==> config.mk <==
export PLATFORM = sky130hd
export DESIGN_NAME = exc_monitor_flat
export DESIGN_NICKNAME = d
export VERILOG_FILES = /design/src/rtl/exc_monitor_if.sv /design/src/rtl/exc_monitor.sv /design/src/flat_wrapper.sv
export SDC_FILE = /design/constraint.sdc
export NUM_CORES = 1
export LEC_CHECK = 0
export CAP_MARGIN = 20
export CORE_ASPECT_RATIO = 0.9
export CORE_MARGIN = 2
export CORE_UTILIZATION = 37
export DETAILED_ROUTE_END_ITERATION = 7
export GPL_TIMING_DRIVEN = 0
export PLACE_DENSITY_LB_ADDON = 0.1
export SYNTH_ARGS = -nofsm -noshare
export SYNTH_HDL_FRONTEND = slang
export SYNTH_SLANG_ARGS = --single-unit
==> constraint.sdc <==
create_clock -name clk_i -period 2.8 [get_ports clk_i]
set_input_delay 0.7 -clock clk_i [delete_from_list [all_inputs] [get_ports clk_i]]
set_output_delay 0.7 -clock clk_i [all_outputs]
set_load 0.03 [all_outputs]
==> src/rtl/exc_monitor_if.sv <==
// ============================================================================
// Module : exc_monitor_if
// Brief  : CPU-side bundle between the exception vector / PC and exc_monitor.
// Rev    : 1.0
// ============================================================================
`default_nettype none

interface exc_monitor_if #(
   parameter int DATA_WIDTH = 64,
   parameter int NUM_EXC    = 8
);
   localparam int c_CAUSE_W = $clog2(NUM_EXC) + 1;

   logic [DATA_WIDTH-1:0] pc_i;
   logic [NUM_EXC-1:0]    exc_i;
   logic                  resume_i;
   logic                  pc_we_o;
   logic [1:0]            state_o;
   logic [1:0]            nstate_o;
   logic [c_CAUSE_W-1:0]  cause_o;
   logic [DATA_WIDTH-1:0] epc_o;
   logic [15:0]           trap_cnt_o;

   modport master (
      output pc_i, exc_i, resume_i,
      input  pc_we_o, state_o, nstate_o, cause_o, epc_o, trap_cnt_o
   );

   modport slave (
      input  pc_i, exc_i, resume_i,
      output pc_we_o, state_o, nstate_o, cause_o, epc_o, trap_cnt_o
   );
endinterface

`default_nettype wire

==> src/rtl/exc_monitor.sv <==
// ============================================================================
// Module : exc_monitor
// Brief  : Trap/exception monitor owning the core run state (RST/NORMAL/HALT/
//          ERROR), with EPC capture, cause encoding and a saturating trap
//          counter. Optional HALT watchdog: define MONITOR_WATCHDOG_EN.
// Rev    : 1.0
// ============================================================================
`default_nettype none

module exc_monitor #(
   parameter int                 DATA_WIDTH = 64,
   parameter int                 NUM_EXC    = 8,
   parameter logic [NUM_EXC-1:0] FATAL_MASK = 8'b0000_0111,
   parameter logic [NUM_EXC-1:0] HALT_MASK  = 8'b0001_1000,
   parameter int                 WDT_CYCLES = 1024
) (
   input wire logic      clk_i,
   input wire logic      rst_i,
   exc_monitor_if.slave  mon
);
   localparam int c_CW = $clog2(NUM_EXC) + 1;

   typedef enum logic [1:0] {
      ST_RST    = 2'd0,
      ST_NORMAL = 2'd1,
      ST_HALT   = 2'd2,
      ST_ERROR  = 2'd3
   } state_t;

   state_t                r_state;
   logic [c_CW-1:0]       r_cause;
   logic [DATA_WIDTH-1:0] r_epc;
   logic [15:0]           r_trap_cnt;

   state_t                w_nstate;
   logic [NUM_EXC-1:0]    w_fatal;
   logic [NUM_EXC-1:0]    w_halt;
   logic                  w_wdt_expire;
   logic                  w_trap_entry;
   logic [c_CW-1:0]       w_cause_next;

   function automatic logic [c_CW-1:0] f_lowest(input logic [NUM_EXC-1:0] v);
      logic [c_CW-1:0] idx;
      idx = '0;
      for (int i = NUM_EXC - 1; i >= 0; i--) begin
         if (v[i]) idx = c_CW'(i);
      end
      return idx;
   endfunction

   // A bit present in both masks is treated as fatal only.
   assign w_fatal = mon.exc_i & FATAL_MASK;
   assign w_halt  = mon.exc_i & HALT_MASK & ~FATAL_MASK;

`ifdef MONITOR_WATCHDOG_EN
   localparam int c_WDT_W = $clog2(WDT_CYCLES + 1);
   logic [c_WDT_W-1:0] r_wdt;

   assign w_wdt_expire = (r_state == ST_HALT) &&
                         (r_wdt == c_WDT_W'(WDT_CYCLES - 1));
`else
   logic w_unused_wdt;

   assign w_wdt_expire = 1'b0;
   assign w_unused_wdt = (WDT_CYCLES > 0);
`endif

   always_comb begin
      w_nstate = r_state;
      case (r_state)
         ST_RST:    w_nstate = ST_NORMAL;
         ST_NORMAL: begin
            if (w_fatal != '0)     w_nstate = ST_ERROR;
            else if (w_halt != '0) w_nstate = ST_HALT;
         end
         ST_HALT: begin
            if (mon.resume_i)      w_nstate = ST_NORMAL;
            else if (w_wdt_expire) w_nstate = ST_ERROR;
         end
         default:   w_nstate = ST_ERROR;
      endcase
   end

   always_comb begin
      w_trap_entry = ((r_state == ST_NORMAL) && ((w_fatal | w_halt) != '0)) ||
                     ((r_state == ST_HALT) && !mon.resume_i && w_wdt_expire);
      w_cause_next = (w_fatal != '0) ? f_lowest(w_fatal) : f_lowest(w_halt);
      // The only trap taken from HALT is the watchdog expiry.
      if (r_state == ST_HALT) w_cause_next = c_CW'(NUM_EXC);
   end

   always_ff @(posedge clk_i or posedge rst_i) begin
      if (rst_i) begin
         r_state    <= ST_RST;
         r_cause    <= '0;
         r_epc      <= '0;
         r_trap_cnt <= '0;
`ifdef MONITOR_WATCHDOG_EN
         r_wdt      <= '0;
`endif
      end else begin
         r_state <= w_nstate;
         if (w_trap_entry) begin
            r_cause <= w_cause_next;
            if (r_state == ST_NORMAL) r_epc <= mon.pc_i;
            if (r_trap_cnt != 16'hFFFF) r_trap_cnt <= r_trap_cnt + 16'd1;
         end
`ifdef MONITOR_WATCHDOG_EN
         if (r_state == ST_HALT) r_wdt <= r_wdt + 1'b1;
         else                    r_wdt <= '0;
`endif
      end
   end

   // The trapping instruction must never commit a new PC.
   assign mon.pc_we_o    = (r_state == ST_NORMAL) && (w_fatal == '0) && (w_halt == '0);
   assign mon.state_o    = r_state;
   assign mon.nstate_o   = w_nstate;
   assign mon.cause_o    = r_cause;
   assign mon.epc_o      = r_epc;
   assign mon.trap_cnt_o = r_trap_cnt;

endmodule

`default_nettype wire

==> src/flat_wrapper.sv <==
// flat-port wrapper written by rule: the top's interface ports become plain ports
module exc_monitor_flat 
#(
   parameter int                 DATA_WIDTH = 64,
   parameter int                 NUM_EXC    = 8,
   parameter logic [NUM_EXC-1:0] FATAL_MASK = 8'b0000_0111,
   parameter logic [NUM_EXC-1:0] HALT_MASK  = 8'b0001_1000,
   parameter int                 WDT_CYCLES = 1024
)
  (clk_i, rst_i, mon_pc_i, mon_exc_i, mon_resume_i, mon_pc_we_o, mon_state_o, mon_nstate_o, mon_cause_o, mon_epc_o, mon_trap_cnt_o);
  exc_monitor_if #(.DATA_WIDTH(DATA_WIDTH), .NUM_EXC(NUM_EXC)) mon_i ();
  input wire logic clk_i;
  input wire logic rst_i;
  input wire logic [$bits(mon_i.pc_i)-1:0] mon_pc_i;
  input wire logic [$bits(mon_i.exc_i)-1:0] mon_exc_i;
  input wire logic [$bits(mon_i.resume_i)-1:0] mon_resume_i;
  output wire logic [$bits(mon_i.pc_we_o)-1:0] mon_pc_we_o;
  output wire logic [$bits(mon_i.state_o)-1:0] mon_state_o;
  output wire logic [$bits(mon_i.nstate_o)-1:0] mon_nstate_o;
  output wire logic [$bits(mon_i.cause_o)-1:0] mon_cause_o;
  output wire logic [$bits(mon_i.epc_o)-1:0] mon_epc_o;
  output wire logic [$bits(mon_i.trap_cnt_o)-1:0] mon_trap_cnt_o;
  assign mon_i.pc_i = mon_pc_i;
  assign mon_i.exc_i = mon_exc_i;
  assign mon_i.resume_i = mon_resume_i;
  assign mon_pc_we_o = mon_i.pc_we_o;
  assign mon_state_o = mon_i.state_o;
  assign mon_nstate_o = mon_i.nstate_o;
  assign mon_cause_o = mon_i.cause_o;
  assign mon_epc_o = mon_i.epc_o;
  assign mon_trap_cnt_o = mon_i.trap_cnt_o;
  exc_monitor #(.DATA_WIDTH(DATA_WIDTH), .NUM_EXC(NUM_EXC), .FATAL_MASK(FATAL_MASK), .HALT_MASK(HALT_MASK), .WDT_CYCLES(WDT_CYCLES)) u_core (.clk_i(clk_i), .rst_i(rst_i), .mon(mon_i));
endmodule
# [After elaboration in Yosys (flattened, before gate mapping)]
# Index checks and enable logic that the tools add are counted.
[totals] register_bits=86 inputBits=75 output_inout_bits=89 wordCells=31
[classes] add_sub_neg=1 n_eq_ne=3 n_mux=11 n_bitwise=1 reduce_logical=11
[ops] operator="8-bit nonzero test" n=3
[ops] operator="16-bit by 1-bit adder with 16-bit output, second input constant" n=1
[ops] operator="8-bit logical NOT" n=2
[ops] operator="16-bit != test, second input constant" n=1
[ops] operator="2-bit two-way mux" n=6
[ops] operator="3-bit two-way mux" n=3
[ops] operator="2-bit one-hot mux with 3 select lines" n=1
[ops] operator="3-bit by 5-bit bitwise OR with 5-bit output" n=1
[ops] operator="4-bit two-way mux" n=1
[ops] operator="2-bit AND reduction" n=2
[ops] operator="1-bit logical AND" n=3
[ops] operator="2-bit by 1-bit == test with 1-bit output, second input constant" n=1
[ops] operator="2-bit == test, second input constant" n=1
[ops] operator="2-bit logical NOT" n=1

# [Logic depth before layout (Yosys ltp)]
# Gate-level depths: netlist (run 1).
[logic_depth] word_depth=5 depth_mapped=7 mapped_depth_nobuf=5

# [Worst setup path before layout (run 1)]
# OpenSTA, ideal clock, no wires.
[synth_path] path_kind="input-to-output" start="input mon_exc_i[4]" end="output mon_nstate_o[0]" t_arrival_ns=1.559 required_time_ns=2.100 path_slack_ns=0.541 stages=2 path_buffers=0 cell_sequence="or2_2 a22oi_1"
[synth_via] elab_chain_len=4
[synth_rtl] element="start: declaration" line="flat_wrapper.sv:15" text="input wire logic [$bits(mon_i.exc_i)-1:0] mon_exc_i;"
[synth_rtl] element="8-bit nonzero test" line="exc_monitor.sv:74" text="else if (w_halt != '0) w_nstate = ST_HALT;"
[synth_rtl] element="2-bit two-way mux" line="exc_monitor.sv:74"
[synth_rtl] element="2-bit two-way mux" line="exc_monitor.sv:73" text="if (w_fatal != '0) w_nstate = ST_ERROR;"
[synth_rtl] element="2-bit one-hot mux with 3 select lines" line="exc_monitor.sv:70" text="case (r_state)"
[synth_rtl] element="end: declaration" line="flat_wrapper.sv:19" text="output wire logic [$bits(mon_i.nstate_o)-1:0] mon_nstate_o;"
# Every way passes these cells.

# [Worst setup path after layout (run 1)]
[layout_path] start="input mon_exc_i[3]" end="output mon_nstate_o[0]"
# The elaborated chain is that of the path after synthesis.

==> flow_summary.yaml, run 1 <==
worst_setup_path:
  ff2ff_path_depth: 6
  crit_required_ns: 2.10
  rr_startpoint: "u_core.mon.state_o[1]"
  crit_arrival_ns: 2.02
  endpoint_kind: "output pin"
  path_max_fanout: 5
  reg2reg_to: "u_core.mon.epc_o[8]"
  worstSetupPathType: "input port to output pin"
  reg2reg_slack_ns: 0.94
  start_kind: "input port"
yosys:
  synth_area_leaders: "dfrtp_1, nand2_1, buf_6, xor2_1, nor4_2"
  yosys_warnings: 0
  synth_top_area_cell: "dfrtp_1"
  async_flop_share_pct: 100.0
  yosys.cell_types.count: 32
  synth_cells: 375
  syn-cell-area_mm2: 0.003595
  synth_area_per_cell_um2: 9.586
  yosysMostFrequentCell: "nand2_1"
  synth_sequential_area_ratio_pct: 59.87
  synth_top_cell_area_share_pct: 59.87
  synth_common_cells: "nand2_1, dfrtp_1, buf_6, xor2_1"
  synth.net_count: 451
  synth-edff-count: 0
  synth_seq_cells: 86
  ys.flop_type: "dfrtp_1"
clocking:
  cts_buffer_depth: 2
  cts.clk_slew.worst_paths_ns: 0.09
  cts_buffers: 9
  h-tree-depth: 3
  cts_tree: "yes"
  post_cts_buffers: 0
  clock_latency_ns: 0.34
  cts_sinks: 86
  clock-root-buffer: "clkbuf_8"
timing:
  finalClockSkew_ns: 0.006881
  grt_setup_unrepaired: "no"
  fmax_mhz: 367.7
  final_hold_viol_count: 0
  fin_crit_ns: 2.719
  relSlewSlack_pct: 53.87
  fin_setup_tns_ns: 0
  post-route-period-util_pct: 97.12
  finalSetupViolations: 0
  tightestPinTransition_ns: 0.6904
  slew_violations: 0
floorplanning:
  initial_core_util_pct: 37.56
  dieArea_mm2: 0.01052
  io_pins: 164
  core.rowCount: 34
  core_mm2: 0.009572
  die_y_um: 97.51
  die_w_um: 107.9
drt:
  ant_nets: 0
  drtPass1Iterations: 4
  drc: 0
  wl_per_cell_um: 13.34
  num_vias: 3079
  drtIter0Drc: 85
  drt_wl_total_mm: 9.059
  viasPerCell: 4.535
placement:
  port_buffers: 160
  place.gp.congestion: 0.7965
  dp_cells: 663
  hpwl_mm: 6.624
flow_run:
  maxCapViolations: 0
global_routing:
  track_usage_pct: 17.46
  grt_pass1_vias: 3074
  grt_pass1_wl_mm: 14.68
  grt_overflow: 0
  antenna_found_initial: 0
  grt_max_degree: 33
power_and_ir_drop:
  power_switching_mw: 0.8861
  seqPwrFrac_pct: 47.3
  swShare_pct: 29.51
  pwr-share-clk_pct: 29.1
  irDropWorstVdd_mv: 0.2905
  p_per_area_mw_per_mm2: 533.9
  combPwrFrac_pct: 23.6
  p_int_mw: 2.116
  leakagePower_nw: 2.554
final_layout:
  antenna_cells: 0
  drive_gt1_share_pct: 8.499
  syn_to_final_growth_pct: 56.46
  fin_nets: 624
  utilization_pct: 58.76
  final_cells: 679
min_path:
  hp-class: "flip-flop to flip-flop"
  hold_end: "u_core.mon.epc_o[27]"
  hold_path_depth: 2
  hp-start: "u_core.mon.epc_o[27]"
status:
  status: "finished clean"
-- power by group through the flow --
stage	clock (mW)	combinational, mW	sequential (mW)
finish	0.875	0.709	1.42
global route	0.968	0.757	1.43
detailed placement	0	0.714	1.44
CTS	0.914	0.717	1.42
global placement	0	0.700	1.44
floorplan	0	0.107	1.67
-- cells in the final DEF (no fill, tap or decap), types with 2 or more instances in the layout --
| cell | Yosys | routed |
|---|---|---|
| clkbuf_8 | 0 | 10 |
| or2_2 | 2 | 2 |
| xnor2_1 | 4 | 4 |
| and2_1 | 4 | 4 |
| dfrtp_1 | 86 | 86 |
| and4_1 | 2 | 2 |
| mux2_1 | 2 | 2 |
| buf_6 | 10 | 10 |
| nand2_1 | 199 | 199 |
| dlymetal6s2s_1 | 0 | 3 |
| nor3_2 | 4 | 3 |
| a21oi_1 | 3 | 3 |
| buf_12 | 0 | 2 |
| clkbuf_1 | 6 | 7 |
| nor2_1 | 6 | 6 |
| nand3_1 | 5 | 5 |
| nor4_2 | 4 | 4 |
| clkdlybuf4s15_2 | 0 | 2 |
| clkinvlp_4 | 0 | 3 |
| clkdlybuf4s50_1 | 0 | 154 |
| xor2_1 | 10 | 10 |
| nor4_4 | 1 | 2 |
| nor3_1 | 2 | 2 |
| and3_1 | 2 | 2 |
| inv_1 | 5 | 4 |
| nand4_1 | 6 | 6 |
-- worst max-delay path by stage --
stage,start,end,slack (ns),cells past startpoint
after floorplan,mon_exc_i[4],mon_nstate_o[0],0.54,2
after global placement,mon_exc_i[1],mon_pc_we_o,-0.42,4
after detailed placement,mon_exc_i[1],mon_pc_we_o,-0.40,4
after CTS,mon_exc_i[1],mon_pc_we_o,0.05,4
after global routing,mon_exc_i[3],mon_nstate_o[0],0.007,4
final,mon_exc_i[3],mon_nstate_o[0],0.08,4
-- cells by family (layout without fill, tap and decap cells) --
logic type | after synthesis | after routing | share of synthesized area [%]
fa+ha+maj | 1 | 1 | 0.3480
flops | 86 | 86 | 59.87
mux | 2 | 2 | 0.6265
simple gates | 241 | 241 | 29.45
xor+xnor | 14 | 14 | 3.411
buf+inv | 22 | 200 | 4.490
compound gates | 9 | 9 | 1.810
-- per-stage QoR --
step                      setup slack, ns  area (um2)  total power [mW]  hold WS [ns]
after detailed placement          -0.4043        5398             2.156        0.4618
after global placement            -0.4202        5358             2.138        0.4563
after floorplan                    0.5410        3598             1.774        0.6437
after global routing             0.007062        5624             3.159        0.5028
final                             0.08065        5624             3.003        0.4776
after CTS                         0.05068        5608             3.050        0.4828
-- per-layer routing --
metal | GRT usage [%] | vias up | part of all wire (%)
met5 | 0 | - | 0
met4 | 4.931 | 0 | 1.0
met3 | 6.908 | 7 | 9.1
met2 | 27.29 | 105 | 45
met1 | 22.45 | 1438 | 45
li1 | - | 1529 | -
-- state kept, by name, summed over array words and instances, names as in the netlist --
name and count:
u_core.mon.epc_o 64, u_core.mon.cause_o 4, u_core.mon.trap_cnt_o 16, u_core.mon.state_o 2
-- final cells by class --
class | instances | area [um2]
flip-flops and latches | 86 | 2152
clock inverters | 5 | 58.81
clock buffers | 11 | 141.4
well taps | 126 | 157.7
fillers | 867 | 3948
plain buffers | 17 | 142.6
repair buffers | 162 | 1647
multi-input cells | 267 | 1303
inverters | 5 | 22.52
-- critical path, cell delays in order --
cell	delay, ns
clkdlybuf4s50_1	0.49
or2_2	0.31
a22oi_1	0.20
clkdlybuf4s15_2	0.33
-- timing repair --
| item | 4_1_cts | 5_1_grt |
|---|---|---|
| hold buffers | 0 | 0 |
| gates resized for setup | 10 | 7 |
| pin swaps | 0 | 0 |
| endpoints found under the setup margin | 3 | 3 |
Power figures use the tool's default switching activity.
==> run 2: changes to the inputs <==
--- a/config.mk
+++ b/config.mk
@@ -5,6 +5,7 @@
 export SDC_FILE = /design/constraint.sdc
 export NUM_CORES = 1
 export LEC_CHECK = 0
+export ABC_AREA = 0
 export CAP_MARGIN = 20
 export CORE_ASPECT_RATIO = 0.9
 export CORE_MARGIN = 2
==> results of run 2 <==
Same layout as run 1: the final DEF is identical, and so are final timing and power.
